===== src/rtl/ym6045c_sr_n.sv =====
// ym6045c_sr_n: shift register with hold/shift/load modes, selectable tap and a counted burst-shift engine
module ym6045c_sr_n #(
    parameter int WIDTH = 8,
    parameter int TAPW  = 3,
    parameter int CNT_W = 4
) (
    input  logic             clk,
    input  logic             rst,
    input  logic             en,
    input  logic [1:0]       mode,
    input  logic             sin,
    input  logic [WIDTH-1:0] pin,
    input  logic [TAPW-1:0]  tap_sel,
    input  logic [CNT_W-1:0] burst_len,
    input  logic             burst_go,
    output logic [WIDTH-1:0] q,
    output logic             sout,
    output logic             tap_out,
    output logic             busy,
    output logic             done
);
    typedef enum logic {IDLE, RUN} state_t;

    state_t           state, state_n;
    logic [WIDTH-1:0] q_n;
    logic [CNT_W-1:0] cnt, cnt_n;
    logic             dir, dir_n, done_n;
    logic             shift_dir;

    always_ff @(posedge clk) begin
        if (rst) begin
            state <= IDLE;
            q     <= '0;
            cnt   <= '0;
            dir   <= 1'b0;
            done  <= 1'b0;
        end else begin
            state <= state_n;
            q     <= q_n;
            cnt   <= cnt_n;
            dir   <= dir_n;
            done  <= done_n;
        end
    end

    // dir: 0 = left, 1 = right; a burst start shifts nothing on its own edge
    always_comb begin
        state_n   = state;
        q_n       = q;
        cnt_n     = cnt;
        dir_n     = dir;
        done_n    = 1'b0;
        shift_dir = mode[1];
        if (state == RUN) begin
            shift_dir = dir;
            if (en) begin
                q_n   = shift_dir ? {sin, q[WIDTH-1:1]} : {q[WIDTH-2:0], sin};
                cnt_n = cnt - 1'b1;
                if (cnt == CNT_W'(1)) begin
                    state_n = IDLE;
                    done_n  = 1'b1;
                end
            end
        end else if (burst_go && (mode[0] ^ mode[1])) begin
            dir_n = en ? mode[1] : dir;
            if (burst_len != '0) begin
                state_n = RUN;
                cnt_n   = burst_len;
                dir_n   = mode[1];
            end else begin
                done_n = 1'b1;
            end
        end else if (en) begin
            if (mode == 2'b11)
                q_n = pin;
            else if (mode != 2'b00) begin
                q_n   = shift_dir ? {sin, q[WIDTH-1:1]} : {q[WIDTH-2:0], sin};
                dir_n = shift_dir;
            end
        end
    end

    assign busy    = (state == RUN);
    assign sout    = dir ? q[0] : q[WIDTH-1];
    assign tap_out = (32'(tap_sel) < WIDTH) ? q[tap_sel] : 1'b0;
endmodule

===== config.mk =====
export PLATFORM = sky130hd
export DESIGN_NAME = ym6045c_sr_n
export DESIGN_NICKNAME = d
export VERILOG_FILES = /design/src/rtl/ym6045c_sr_n.sv
export SDC_FILE = /design/constraint.sdc
export NUM_CORES = 1
export LEC_CHECK = 0
export CAP_MARGIN = 15
export CORE_MARGIN = 4
export CORE_UTILIZATION = 51
export DETAILED_ROUTE_END_ITERATION = 10
export PLACE_DENSITY = 0.85
export SLEW_MARGIN = 10
export SYNTH_ARGS = -nofsm -noshare
export SYNTH_HDL_FRONTEND = slang
export SYNTH_SLANG_ARGS = --single-unit

===== constraint.sdc =====
create_clock -name clk -period 2.6 [get_ports clk]
set_input_delay 0.26 -clock clk [delete_from_list [all_inputs] [get_ports clk]]
set_output_delay 0.26 -clock clk [all_outputs]
set_load 0.05 [all_outputs]

==> flow_metrics.env <==
export IMPL_routed_top_layer="met4"
export IMPL_ios=34
export IMPL_dieWidth_microns=56.4
export IMPL_fp_dieH_microns=56.4
export IMPL_track_usage=0.192
export IMPL_internal_power_uw=446
export IMPL_cpMaxStageDelayCell="clkdlybuf4s50_1"
export IMPL_fmaxAchievable_ghz=0.479
export IMPL_worstSkewPairLatency_ns=0.28
export IMPL_rsz0062_at_grt="no"
export IMPL_path_buf_inv=1
export IMPL_grt_antenna_before_repair=0
export IMPL_crit_path_end_kind="primary output"
export IMPL_area_growth_pct=29.4
export IMPL_reg2reg_slack_ns=0.86
export IMPL_crit_type="reg2out"
export IMPL_cp_start_kind="flip-flop"
export IMPL_overflow=0
export IMPL_dpl_cell_area_sq_um=1520
export IMPL_multi_input_comb_area_sq_um=798
export IMPL_ff_latch_area_sq_um=300
export IMPL_drive_above_1_share=0.118
export IMPL_final_area_sq_um=1550
export IMPL_wire_per_inst_microns=14.3
export IMPL_swShare=0.391
export IMPL_finalMaxSlewViolations=0
export IMPL_switchingPower_uw=286
export IMPL_synth_area_leader_cell="dfxtp_1"
export IMPL_diodes=0
export IMPL_cts_sinks=15
export IMPL_power_frac_comb=0.424
export IMPL_final_fill_count=185
export IMPL_routabilityCongestion=0.828
export IMPL_post_cts_buffers=0
export IMPL_start_util=0.541
export IMPL_required_ns=2.34
export IMPL_cts_made_buffers=3
export IMPL_yosysSeqAreaShare=0.251
export IMPL_root_buffer="clkbuf_4"
export IMPL_fin_tns_setup_ns=0
export IMPL_crit_arrival_ns=1.83
export IMPL_synth_avg_cell_area_sq_um=8.08
export IMPL_synthCells=148
export IMPL_post_cts_resize_count=0
export IMPL_viasPerCell=5.62
export IMPL_vias=1158
export IMPL_final_cell_mix="clkdlybuf4s50_1 (32), nand2_1 (23), o21ai_0 (23)"
export IMPL_synth_top_area_share=0.251
export IMPL_drt_pass1_iter_count=4
export IMPL_period_share=0.803
export IMPL_slew_headroom=0.546
export IMPL_wl_met1_microns=1310
export IMPL_finClkSkew_ns=0.00745
export IMPL_cap_viol_max_count=0
export IMPL_cts_tree="yes"
export IMPL_grt_pass1_vias=1108
export IMPL_yosysWarnings=0
export IMPL_clk_transition_reported_paths_ns=0.09
export IMPL_syn_nets=175
export IMPL_wl_met2_microns=1410
export IMPL_final_common_cell="clkdlybuf4s50_1"
export IMPL_synth_area_leaders="dfxtp_1 (25%), mux2i_1 (15%), o21ai_0 (9.6%), a211oi_2 (8.4%), nand2_1 (7.2%)"
export IMPL_rows=17
export IMPL_antenna_left=0
export IMPL_setup_viol=0
export IMPL_post_route_min_period_ns=2.09
export IMPL_vdd_drop_max_uv=417
export IMPL_hold_viol=0
export IMPL_worst_pin_slew_ns=0.679
export IMPL_clockBufferDepth=2
export IMPL_seqPwrFrac=0.393
export IMPL_drcViolationCount=0
export IMPL_leakagePower_nw=0.581
export IMPL_cpPeakStageDelay_ns=0.90
export IMPL_core_area_sq_um=2210
export IMPL_crit_chain="clkdlybuf4s50_1"
export IMPL_grt_pass1_wl_microns=4940
export IMPL_ys_ff_latch=15
export IMPL_drt_iter0_drc=35
export IMPL_fin_nets=206
export IMPL_io_buffers=33
export IMPL_h_tree_depth=1
export IMPL_wl_microns=2950
export IMPL_p_clk_frac=0.183
export IMPL_path_delay_family="buffers and inverters"
export IMPL_hold_class="reg2reg"
export IMPL_syn_area_sq_um=1200
export IMPL_grt_max_degree=19
export IMPL_wl_met3_microns=152
export IMPL_powerDensity_nw_per_um2=473
export IMPL_dieArea_sq_um=3180
export IMPL_detailed_place_hpwl_microns=2230
export IMPL_yosysUniqueCellTypes=24
export IMPL_holdBufCountCts=0
export IMPL_crit_fanout=16
export IMPL_status="complete, no violations"
-- state kept, by name (all words and copies together), names as in the netlist --
register	count
busy	1
cnt	4
q	8
dir	1
done	1
-- layer usage --
| metal | GRT usage | vias to the layer above |
|---|---|---|
| li1 | - | 590 |
| met5 | 0 | - |
| met2 | 0.323 | 37 |
| met4 | 0.108 | 0 |
| met1 | 0.228 | 525 |
| met3 | 0.0299 | 6 |
-- cells by family after synthesis --
group,Yosys count,synth area share
simple gates,38,0.139
fa+ha+maj,5,0.0523
mux,22,0.207
compound gates,49,0.269
buf+inv,19,0.0816
flops,15,0.251
-- area by class of cell --
cell class | instances | share of cell area
Tap cell | 28 | 0.0226
Multi-Input combinational cell | 114 | 0.516
Clock buffer | 4 | 0.0170
Sequential cell | 15 | 0.194
Inverter | 8 | 0.0194
Timing Repair Buffer | 37 | 0.231
-- Yosys cell counts --
| master | count |
|---|---|
| and2_4 | 1 |
| clkbuf_1 | 5 |
| ha_1 | 5 |
| nor3_1 | 3 |
| inv_1 | 8 |
| mux4_2 | 2 |
| a21o_1 | 1 |
| nand2_1 | 23 |
| nor2_1 | 5 |
| buf_6 | 3 |
| a211oi_1 | 1 |
| mux2i_1 | 18 |
| buf_2 | 3 |
| o21ai_0 | 23 |
| mux2_2 | 2 |
| a21oi_1 | 12 |
| o31ai_1 | 1 |
| o31a_1 | 2 |
| dfxtp_1 | 15 |
| nand2b_1 | 2 |
| nor2b_1 | 2 |
| a211oi_2 | 8 |
| o22ai_1 | 1 |
| nor4_1 | 2 |
-- power by group through the flow --
stage	combinational (mW)	clock [mW]	sequential, mW
3_3_place_gp	0.303	0	0.290
5_1_grt	0.336	0.149	0.292
3_5_place_dp	0.311	0	0.292
6_report	0.311	0.134	0.288
2_1_floorplan	0.174	0	0.329
4_1_cts	0.312	0.138	0.287
-- final timing paths --
check,startpoint,to,cells past startpoint
setup / recovery,busy,busy,1
hold / removal,cnt[3],cnt[3],2
setup reg to reg,busy,q[1],4
hold reg to reg,cnt[3],cnt[3],2
-- metrics by stage --
step	power, mW	util	hold slack [ns]	instances	worst slack (ns)
6_report	0.732	0.700	0.483	206	0.512
5_1_grt	0.778	0.700	0.538	206	0.429
4_1_cts	0.737	0.700	0.485	206	0.516
3_5_place_dp	0.603	0.688	0.472	202	0.521
3_3_place_gp	0.594	0.688	0.461	202	0.564
2_1_floorplan	0.503	-	0.325	148	0.880
-- worst register-to-register path: stages, from the launching register on --
cell and delay, ns:
dfxtp_1 0.64, buf_4 0.30, a21o_1 0.28, and2_4 0.29, a211oi_2 0.08
Power figures use the tool's default switching activity.
